==> config.mk <==
export PLATFORM = sky130hd
export DESIGN_NAME = util_rom_streamer
export DESIGN_NICKNAME = d
export VERILOG_FILES = /design/src/rtl/util_rom_streamer_pkg.sv /design/src/rtl/util_rom_streamer_fifo.sv /design/src/rtl/util_rom_streamer.sv
export SDC_FILE = /design/constraint.sdc
export NUM_CORES = 1
export LEC_CHECK = 0
export ABC_AREA = 1
export CAP_MARGIN = 20
export CORE_MARGIN = 2
export CORE_UTILIZATION = 45
export DETAILED_ROUTE_END_ITERATION = 16
export PLACE_DENSITY = 0.71
export SLEW_MARGIN = 20
export SYNTH_ARGS = -nofsm -noshare
export SYNTH_HDL_FRONTEND = slang
export SYNTH_SLANG_ARGS = --single-unit
==> constraint.sdc <==
create_clock -name clk -period 2.25 [get_ports clk]
set_input_delay 0.45 -clock clk [delete_from_list [all_inputs] [get_ports clk]]
set_output_delay 0.45 -clock clk [all_outputs]
set_load 0.005 [all_outputs]
==> src/rtl/util_rom_streamer_pkg.sv <==
// Shared constants for the ROM streamer: FSM encoding and latency-buffer depth.
package util_rom_streamer_pkg;

  typedef enum logic [1:0] {
    ST_IDLE  = 2'd0,
    ST_ISSUE = 2'd1,
    ST_DRAIN = 2'd2
  } state_e;

  // Must cover the ROM latency plus the output register slack so that
  // 1 word/cycle is sustained and a stalled sink never loses a word.
  localparam int BUF_DEPTH = 4;

endpackage

==> src/rtl/util_rom_streamer_fifo.sv <==
// Small synchronous FIFO holding ROM words (data plus last flag) between the
// ROM read port and the AXI-Stream output. Read and write may coincide, also
// when full or empty.
module util_rom_streamer_fifo #(
  parameter int WIDTH = 33,
  parameter int DEPTH = 4,
  localparam int AW   = $clog2(DEPTH)
) (
  input  logic             clk,
  input  logic             rst,
  input  logic             wr_en_i,
  input  logic [WIDTH-1:0] wr_data_i,
  input  logic             rd_en_i,
  output logic [AW:0]      count_o,
  output logic             empty_o,
  output logic             full_o,
  output logic [WIDTH-1:0] head_o
);

  logic [WIDTH-1:0] mem_q [DEPTH];
  logic [AW-1:0]    wr_ptr_q, wr_ptr_d;
  logic [AW-1:0]    rd_ptr_q, rd_ptr_d;
  logic [AW:0]      count_q, count_d;
  logic             wr_ok, rd_ok;

  assign empty_o = (count_q == '0);
  assign full_o  = (count_q == (AW+1)'(DEPTH));
  assign count_o = count_q;
  assign head_o  = mem_q[rd_ptr_q];

  // A full FIFO still accepts a write when the head leaves in the same cycle.
  assign wr_ok = wr_en_i && (!full_o || rd_en_i);
  assign rd_ok = rd_en_i && !empty_o;

  // Next pointer / occupancy.
  always_comb begin
    wr_ptr_d = wr_ptr_q;
    rd_ptr_d = rd_ptr_q;
    count_d  = count_q;
    if (wr_ok) wr_ptr_d = wr_ptr_q + AW'(1);
    if (rd_ok) rd_ptr_d = rd_ptr_q + AW'(1);
    case ({wr_ok, rd_ok})
      2'b10:   count_d = count_q + (AW+1)'(1);
      2'b01:   count_d = count_q - (AW+1)'(1);
      default: count_d = count_q;
    endcase
  end

  // Pointer / occupancy registers; reset flushes the contents.
  always_ff @(posedge clk) begin
    if (rst) begin
      wr_ptr_q <= '0;
      rd_ptr_q <= '0;
      count_q  <= '0;
    end else begin
      wr_ptr_q <= wr_ptr_d;
      rd_ptr_q <= rd_ptr_d;
      count_q  <= count_d;
    end
  end

  // Storage array; contents are don't-care while the slot is unoccupied.
  always_ff @(posedge clk) begin
    if (wr_ok) mem_q[wr_ptr_q] <= wr_data_i;
  end

endmodule

==> src/rtl/util_rom_streamer.sv <==
// Streams a contiguous block of ROM words onto an AXI-Stream master. The ROM
// has a fixed 1-cycle read latency and no enable, so reads are only issued
// while the buffer plus the word in flight leaves room for the returning data.
module util_rom_streamer
  import util_rom_streamer_pkg::*;
#(
  parameter int ROM_WIDTH     = 32,
  parameter int ROM_ADDR_BITS = 12
) (
  input  logic                     clk,
  input  logic                     rst,
  input  logic                     cmd_valid,
  output logic                     cmd_ready,
  input  logic [ROM_ADDR_BITS-1:0] cmd_addr,
  input  logic [ROM_ADDR_BITS-1:0] cmd_len,
  output logic [ROM_ADDR_BITS-1:0] rom_addr,
  input  logic [ROM_WIDTH-1:0]     rom_data,
  output logic [ROM_WIDTH-1:0]     m_axis_tdata,
  output logic                     m_axis_tvalid,
  input  logic                     m_axis_tready,
  output logic                     m_axis_tlast,
  output logic                     busy,
  output logic                     done
);

  localparam int CW = $clog2(BUF_DEPTH);

  state_e                   state_q, state_d;
  logic [ROM_ADDR_BITS-1:0] addr_q, addr_d;
  logic [ROM_ADDR_BITS-1:0] issue_cnt_q, issue_cnt_d;
  logic                     infl_q, infl_d;
  logic                     infl_last_q, infl_last_d;
  logic                     done_q, done_d;

  logic [CW:0]              fifo_count;
  logic                     fifo_empty, fifo_full;
  logic [ROM_WIDTH:0]       fifo_head;
  logic [CW+1:0]            occ_sum;
  logic                     issue, pop;

  // Occupancy seen at the start of the cycle plus the read already in flight.
  assign occ_sum = (CW+2)'(fifo_count) + (CW+2)'(infl_q);
  assign issue   = (state_q == ST_ISSUE) && !fifo_full && (occ_sum < (CW+2)'(BUF_DEPTH));
  assign pop     = m_axis_tvalid && m_axis_tready;

  assign cmd_ready     = (state_q == ST_IDLE);
  assign busy          = (state_q != ST_IDLE);
  assign done          = done_q;
  assign rom_addr      = addr_q;
  assign m_axis_tvalid = !fifo_empty;
  assign m_axis_tdata  = fifo_empty ? '0 : fifo_head[ROM_WIDTH-1:0];
  assign m_axis_tlast  = !fifo_empty && fifo_head[ROM_WIDTH];

  // Last flag travels with the read so it lands on the final buffered word.
  util_rom_streamer_fifo #(
    .WIDTH (ROM_WIDTH + 1),
    .DEPTH (BUF_DEPTH)
  ) u_fifo (
    .clk       (clk),
    .rst       (rst),
    .wr_en_i   (infl_q),
    .wr_data_i ({infl_last_q, rom_data}),
    .rd_en_i   (pop),
    .count_o   (fifo_count),
    .empty_o   (fifo_empty),
    .full_o    (fifo_full),
    .head_o    (fifo_head)
  );

  // Next-state: command accept, address issue and completion.
  always_comb begin
    state_d     = state_q;
    addr_d      = addr_q;
    issue_cnt_d = issue_cnt_q;
    infl_d      = issue;
    infl_last_d = issue && (issue_cnt_q == '0);
    done_d      = pop && m_axis_tlast;
    case (state_q)
      ST_IDLE: begin
        if (cmd_valid) begin
          addr_d      = cmd_addr;
          issue_cnt_d = cmd_len;
          state_d     = ST_ISSUE;
        end
      end
      ST_ISSUE: begin
        if (issue) begin
          addr_d = addr_q + ROM_ADDR_BITS'(1);
          if (issue_cnt_q == '0) state_d = ST_DRAIN;
          else                   issue_cnt_d = issue_cnt_q - ROM_ADDR_BITS'(1);
        end
      end
      ST_DRAIN: begin
        if (pop && m_axis_tlast) state_d = ST_IDLE;
      end
      default: state_d = ST_IDLE;
    endcase
  end

  // Sequencer state; reset aborts any transfer without a done pulse.
  always_ff @(posedge clk) begin
    if (rst) begin
      state_q     <= ST_IDLE;
      addr_q      <= '0;
      issue_cnt_q <= '0;
      infl_q      <= 1'b0;
      infl_last_q <= 1'b0;
      done_q      <= 1'b0;
    end else begin
      state_q     <= state_d;
      addr_q      <= addr_d;
      issue_cnt_q <= issue_cnt_d;
      infl_q      <= infl_d;
      infl_last_q <= infl_last_d;
      done_q      <= done_d;
    end
  end

endmodule

* Word level (Yosys, flattened, before mapping)
Memory sizes are Yosys's and may differ from the RTL's. A register that Yosys moved wholly into a read port is not among the register bits. Cells that the tools add are included.
Cells by class: $lt $le $gt $ge 1, reduce and logical (&&, ||, !) cells 20, muxes and demuxes 18, $add $sub $neg 7, equality and inequality tests 10
Operators with widths (number):
- $mux W12 | 5
- $pmux W12 S2 | 2
- $mux W32 | 1
- $add A12 B1 Y12 const B | 1
- $logic_not A12 Y1 | 1
- $mux W2 | 6
- $sub A12 B1 Y12 const B | 1
- $logic_and A1 B1 Y1 | 8
- $ne A2 B2 Y1 const B | 4
- $reduce_and A4 Y1 | 2
- $pmux W2 S3 | 1
- $pmux W3 S2 | 1
- $reduce_bool A2 Y1 | 3
- $add A2 B1 Y2 const B | 2
- $add A3 B1 Y4 | 1
- $eq A2 B1 Y1 const B | 2
- $eq A2 B2 Y1 const B | 2
- $lt A4 B3 Y1 const B | 1
- $add A3 B1 Y3 const B | 1
- $eq A3 B3 Y1 const B | 1
- $logic_not A3 Y1 | 1
- $reduce_and A3 Y1 | 1
- $sub A3 B1 Y3 const B | 1
- $logic_not A1 Y1 | 2
- 4 further kinds | 5
Word-level totals: RAM bits 132, output and inout port bits 49, memories 1, bits of input ports 60, register bits 36, word-level logic and storage cells 66
Memory list:
- u_fifo.mem_q | words 4, width 33, read ports 1, clocked after memory_dff 1, write ports 1, line util_rom_streamer_fifo.sv:20 | logic [WIDTH-1:0] mem_q [DEPTH];

* Logic depth before layout (Yosys ltp)
Gate-level depths: netlist (run 1).
word-level depth 7, mapped depth 11, gate-level depth less buffers 11

* Modules after synthesis
Synthesis (run 1) repeated with hierarchy kept, for this count alone.
Unflattened totals: cells, all modules 772, area, all modules 7547.2 um2
By module, submodules not included:
- util_rom_streamer_fifo | sequential area each 4144.0 um2, area an instance 5422.7 um2, cells each 393, times used 1
- util_rom_streamer | sequential area each 580.6 um2, area an instance 2124.5 um2, cells each 379, times used 1

* Worst setup path after synthesis (run 1)
OpenSTA, ideal clock, no wires.
path type flip-flop to flip-flop, from register u_fifo.count_q[1] (netlist: u_fifo.count_o[1]), to memory u_fifo.mem_q[0][0] (enable), library setup time 423 ps, stages on the path, launching flop included 5, arrival time 2016 ps, path slack -189 ps, path buffers 0, cell sequence dfxtp_1 > inv_1 > nand2_1 > o31ai_2 > nor2_1
Between the ends: longest elaborated chain between the ends 7
Ends and longest elaborated chain:
- start: declaration | line util_rom_streamer_fifo.sv:23 | logic [AW:0] count_q, count_d;
- start signal: assignment | line util_rom_streamer_fifo.sv:58 | count_q <= count_d;
- $logic_not A3 Y1 | line util_rom_streamer_fifo.sv:26 | assign empty_o = (count_q == '0);
- $logic_not A1 Y1 | line util_rom_streamer.sv:50 | assign m_axis_tvalid = !fifo_empty;
- $logic_and A1 B1 Y1 | line util_rom_streamer.sv:44 | assign pop = m_axis_tvalid && m_axis_tready;
- $logic_or A1 B1 Y1 * | line util_rom_streamer_fifo.sv:32 | assign wr_ok = wr_en_i && (!full_o || rd_en_i);
- $logic_and A1 B1 Y1 * | line util_rom_streamer_fifo.sv:32
- $mux W1 * | line util_rom_streamer_fifo.sv:64 | if (wr_ok) mem_q[wr_ptr_q] <= wr_data_i;
- $mux W1 (implied by the code) * | line util_rom_streamer_fifo.sv:64
- end: declaration | line util_rom_streamer_fifo.sv:20
Mark *: on every way between the ends. The rest lies on a longest branch, timed or not.

==> results.md, run 1 <==
* Max Slew Vio Count at 0
* Crit Reg-Reg Endpoint: u_fifo.count_o[2]
* GRT overflow at 0
* Crit Path Category: reg -> out
* Drt first pass iters at 4
* Vias at 5797
* CTS Hold Bufs at 0
* Seq/Total Area, Yosys at 64.2%
* Pwr dens at 975 nW/um^2
* RSZ-0062 raised after global routing: true
* Fin crit share at 106%
* Failing checks: negative setup slack
* Worst Hold Path Cells at 2
* Drt total wl at 17700 um
* Commonest non-fill, non-tap cell in the layout: nor2_1
* Share of post-route cells with drive strength above 1 at 14.4%
* P&R area growth vs syn at 34.8%
* Skew final at 0.0130 ns
* Placer congestion estimate at 0.885
* Most frequent cells in the layout: nor2_1, edfxtp_1, nand2_1, clkdlybuf4s50_1, o21ai_0
* VDD IR-drop max at 0.623 mV
* Syn Inst Count at 749
* Worst hold path class: reg -> reg
* Largest net degree at the start of global routing at 31
* #FFs+latches synth at 170
* Clk root buf: clkbuf_16
* Hold Startpoint: u_fifo.rd_ptr_q[1]
* Nets at 961
* Clk Latency, worst-skew pair at 0.43 ns
* PnR Total Power at 9.66 mW
* Final TNS setup at -0.581 ns
* Final worst path period need at 2.38 ns
* Worst slew margin at 61.7%
* Inst Count DP at 1069
* Final setup violating endpoints at 7
* DRC viols at 0
* Origin of the critical flop-to-flop path: u_fifo.count_o[2]
* Slew @ Worst Pin at 0.574 ns
* TritonCTS clock tree: built
* Htree depth at 4
* Endpoint type of the worst setup path: primary output
* Num CTS Buffers at 17
* Outcome: complete, but fails checks
* CP startpoint kind: register
* FF-to-FF path depth at 9
* Initial antenna violation count at 0
* Mean Syn Cell Area at 9.82 sq um
* First-pass GRT wire length at 26000 um
* Pleak at 3.89 nW
* Finished Layout Cells at 1121
* Final hold vios at 0
* Longest Clk Path Bufs at 2
* Crit path arrival time at 1.93 ns
* Fillers at 1276
* Fraction of registers with async set/reset at 0%
* # diodes at 0
* Vias per cell at 5.17
* Post-route ant nets at 0
* Post-synth cell types at 32
* Synth warnings at 0
* Die Ht at 132 um
* CTS Sinks at 170
* Vias in the first global route at 5239
* R2r setup slk at 0.18 ns
* Worst endpoint required time at 1.80 ns
* Max_cap viols at 0
* Top FF cell, synth: edfxtp_1
* Hold_ws at 0.470 ns
* Clock transition at path regs at 0.07 ns
* IO Pins at 109
* Wirelength per Cell at 15.8 um
* Total Die Area at 17400 sq um
* Final WS setup at -0.132 ns
* Row cnt at 46
* Max Fanout on Critical Path at 30
* Initial Utilization at 46.1%
* Total GRT Usage at 19.1%
* Cell area after synthesis at 7360 sq um
* Core ar. at 15900 sq um
* Achievable Freq at 420 MHz
* Port-buffer cells at 108
* Syn_nets at 818
* Final HPWL DP at 10700 um
* Die W at 132 um
* First DRT Iteration DRCs at 427
* Post-synth EDFFs at 132
[Yosys cell counts (2+ instances only)]
| library cell | number | area [sq um] |
|---|---|---|
| nand2_1 | 98 | 368 |
| nor3_1 | 4 | 20.0 |
| nor2_4 | 2 | 22.5 |
| buf_1 | 10 | 37.5 |
| nand3b_1 | 2 | 15.0 |
| buf_2 | 4 | 20.0 |
| nand4_1 | 4 | 25.0 |
| dfxtp_1 | 38 | 761 |
| a21oi_1 | 61 | 305 |
| inv_1 | 35 | 131 |
| nor2_2 | 2 | 12.5 |
| o21ai_1 | 7 | 35.0 |
| buf_4 | 2 | 15.0 |
| ha_1 | 8 | 100 |
| o21bai_1 | 2 | 15.0 |
| inv_2 | 2 | 7.51 |
| nand3_1 | 21 | 105 |
| edfxtp_1 | 132 | 3960 |
| clkbuf_1 | 18 | 67.6 |
| nor2_1 | 190 | 713 |
| o21ai_0 | 96 | 480 |
[timing repair]
item                       CTS  global route
setup buffers                0            15
resized for setup           32            89
pin swaps                    4            17
gates cloned                 0             5
setup endpoints to repair   34            31
[routing by layer]
layer	GRT usage [%]	vias up	wire, um	part of all wire (%)
li1	-	2845	-	-
met3	4.11	21	931	5.3
met4	7.07	0	262	1.5
met1	24.7	2744	7950	45
met5	0	-	0	0
met2	32.0	187	8590	48
[through the flow]
stage / area [sq um] / util (%) / setup slack [ns]
4_1_cts: 9620 / 60.4 / -0.232
3_3_place_gp: 8910 / 55.9 / -0.0580
2_1_floorplan: 7360 / - / -0.189
6_report: 9910 / 62.2 / -0.132
5_1_grt: 9910 / 62.2 / -0.230
3_5_place_dp: 8910 / 55.9 / -0.205
[critical path, stage by stage (launching register included)]
cell             delay, ns
dfxtp_4               0.43
clkinvlp_4            0.15
buf_12                0.19
o21ai_0               0.19
a21oi_1               0.10
clkdlybuf4s50_1       0.44
[registers in the layout (all words and copies together) (netlist names), named ones only]
register	cells
u_fifo.mem_q	132
issue_cnt_q	12
rom_addr	12
u_fifo.count_o	3
state_q	2
u_fifo.rd_ptr_q	2
u_fifo.wr_ptr_q	2
done	1
infl_last_q	1
infl_q	1
[power by group]
part	switching (mW)	total, mW	internal [mW]
clock	1.21	3.41	2.20
sequential	0.126	3.67	3.54
combinational	1.36	2.58	1.22
[layout make-up]
cell class | count | area, sq um | share of cell area, %
clock inverter | 15 | 272 | 2.74
timing repair buffer | 159 | 1650 | 16.6
inverter | 38 | 149 | 1.50
clock buffer | 17 | 425 | 4.29
sequential | 170 | 4730 | 47.7
tap | 216 | 270 | 2.73
multi-input combinational | 506 | 2420 | 24.4
[worst max path at each step]
| stage | end | slack [ns] | depth (start not counted) |
|---|---|---|---|
| 6_report | m_axis_tdata[26] | -0.13 | 5 |
| 5_1_grt | m_axis_tdata[26] | -0.23 | 6 |
| 4_1_cts | m_axis_tdata[18] | -0.23 | 5 |
| 3_5_place_dp | u_fifo.count_o[2] | -0.21 | 9 |
| 3_3_place_gp | u_fifo.count_o[2] | -0.06 | 9 |
| 2_1_floorplan | u_fifo.mem_q[0][0] | -0.19 | 4 |
[cell families (layout without fill, tap and decap cells)]
| family | after synthesis | count (layout) | synth area share [%] |
|---|---|---|---|
| simple gates | 327 | 327 | 18.1 |
| compound gates | 170 | 170 | 12.0 |
| buf+inv | 73 | 229 | 4.03 |
| flops | 170 | 170 | 64.2 |
| fa+ha+maj | 9 | 9 | 1.63 |
Note: power is estimated with default switching activity, not from simulation.
==> run 2, diff against run 1 <==
- ABC_CLOCK_PERIOD_IN_PS: default -> 2250
- CTS_CLUSTER_DIAMETER: default -> 50
==> results of run 2 <==
The final DEF is identical to that of run 1; final timing and power are the same.
==> run 3, diff against run 2 <==
- ABC_CLOCK_PERIOD_IN_PS: 2250 -> 3050
- PLACE_DENSITY: 0.71 -> 0.68
- clock period: 2.25 -> 3.05 ns (I/O delays scaled with it)
==> run 3 against run 2 <==
- the run now ends clean
- clock-buffer cell count up 1
- global-route usage up 0.41 points
- final area down 5.6%
- largest cell class unchanged
- largest power group unchanged
==> results.md, run 3 (synthesis gave the netlist of run 1 again) <==
* Biggest register: u_fifo.mem_q
* Num CTS Buffers at 17
* Total Die Area at 17400 sq um
* IO Pins at 109
* Worst slew margin at 60.3%
* Slew @ Worst Pin at 0.594 ns
* Vias per cell at 5.26
* Fillers at 1319
* Vias in the first global route at 5428
* Achievable Freq at 350 MHz
* Port-buffer cells at 108
* Drt first pass iters at 5
* RSZ-0062 raised after global routing: false
* First-pass GRT wire length at 27000 um
* Skew final at 0.0107 ns
* Endpoint type of the worst setup path: primary output
* CTS Hold Bufs at 0
* Final worst path period need at 2.86 ns
* DRC viols at 0
* Hold_ws at 0.463 ns
* Crit Path Category: reg -> out
* Initial Utilization at 46.1%
* Crit path max-delay family: buffers and inverters
* Crit path arrival time at 2.25 ns
* Max stage delay on crit path at 0.55 ns
* R2r setup slk at 0.53 ns
* Final TNS setup at 0 ns
* PnR Total Power at 6.32 mW
* Area of the multi-input gates at 2370 sq um
* Largest net degree at the start of global routing at 67
* WP buf/inv at 2
* Clock transition at path regs at 0.06 ns
* Origin of the critical flop-to-flop path: u_fifo.count_o[1]
* FF-to-FF path depth at 12
* Longest Clk Path Bufs at 2
* Worst Hold Path Cells at 2
* Crit Reg-Reg Endpoint: u_fifo.count_o[2]
* Post-route ant nets at 0
* TritonCTS clock tree: built
* Drt total wl at 16900 um
* Clk root buf: clkbuf_16
* Hold EP: issue_cnt_q[11]
* Final hold vios at 0
* Wirelength per Cell at 15.6 um
* Commonest non-fill, non-tap cell in the layout: nor2_1
* Row cnt at 46
* Initial antenna violation count at 0
* Hold Startpoint: issue_cnt_q[11]
* Final setup violating endpoints at 0
* Register Area at 4730 sq um
* Outcome: complete, no violations
* Worst endpoint required time at 2.44 ns
* Worst hold path class: reg -> reg
* Share of post-route cells with drive strength above 1 at 7.26%
* Fin crit share at 93.7%
* CTS Sinks at 170
* Max reg flops at 132
* Vias at 5704
* CP startpoint kind: register
* Most Frequent Cell on Critical Path: nor2_1
* CP max stage cell: dfxtp_2
* Max Fanout on Critical Path at 27
* # diodes at 0
* Core ar. at 15900 sq um
* Pleak at 3.35 nW
* Die Ht at 132 um
* Nets at 924
* Crit-path cells: buf_12, nor2_1, nor2_1, o21ai_0, a21oi_1, clkdlybuf4s50_1
* Most frequent cells in the layout: nor2_1, edfxtp_1, clkdlybuf4s50_1, nand2_1, o21ai_0
* P&R area growth vs syn at 27.2%
* Total GRT Usage at 19.5%
* Final HPWL DP at 10300 um
* Htree depth at 4
* Setup bufs post-CTS at 0
* Max Slew Vio Count at 0
* Placer congestion estimate at 0.905
* Clk Latency, worst-skew pair at 0.43 ns
* GRT overflow at 0
* Die W at 132 um
* First DRT Iteration DRCs at 428
* Max_cap viols at 0
* VDD IR-drop max at 0.472 mV
* Pwr dens at 675 nW/um^2
run 3: cell count changes in the layout (fill, tap and decap cells not counted), moves of 4 or more:
cell             delta
buf_2               -4
buf_4              -26
buf_8               -4
bufinv_16           -7
clkbuf_2           -10
clkdlybuf4s50_1    +30
dlymetal6s2s_1     -14
inv_6               +4
nor2_1              +4
o21ai_0            +28
o21ai_1            -24
o21ai_2             -4
run 3: tightest hold or removal path: cells and delay by family, from the launching register on:
family | cells | cell delay, ns
compound gates | 1 | 0.05
flops | 1 | 0.31
simple gates | 1 | 0.06
run 3: per-layer routing:
metal | wire length, um | GRT usage (%) | share of wire, % | vias up
met5 | 0 | 0 | 0 | -
li1 | - | - | - | 2773
met2 | 8360 | 33.1 | 50 | 198
met1 | 7270 | 24.6 | 43 | 2703
met3 | 905 | 4.11 | 5.4 | 30
met4 | 339 | 7.91 | 2.0 | 0
run 3: where the power goes:
group / switching, mW / internal (mW)
registers: 0.0975 / 2.61
clock network: 0.918 / 1.06
logic: 0.888 / 0.742
run 3: per-stage QoR:
step / instances / instance area, sq um / utilization [%] / setup slack (ns)
finish: 1084 / 9360 / 58.7 / 0.191
global route: 1084 / 9360 / 58.7 / 0.0182
CTS: 1083 / 9340 / 58.6 / 0.142
detailed placement: 1051 / 8790 / 55.1 / 0.281
global placement: 1051 / 8790 / 55.1 / 0.394
floorplan: 749 / 7360 / - / 0.490
run 3: worst max path at each step:
stage                              end  cells past startpoint
CTS                   m_axis_tdata[22]                      6
floorplan           u_fifo.mem_q[0][0]                      2
global placement     u_fifo.count_o[2]                     10
global route          m_axis_tdata[22]                      6
detailed placement   u_fifo.count_o[2]                     10
finish                m_axis_tdata[22]                      6
run 3: area by class of cell:
type                    count  share of cell area, %
clock buffers              18                   4.58
clock inverters            14                   1.22
inverters                  38                   1.55
multi-input cells         506                   25.3
flip-flops and latches    170                   50.5
well taps                 216                   2.89
repair buffers            122                   13.9
run 3: timing repair:
| item | CTS | global route |
|---|---|---|
| endpoints found under the hold margin | 0 | 0 |
| endpoints found under the setup margin | 0 | 1 |
| gates resized for setup | 0 | 0 |
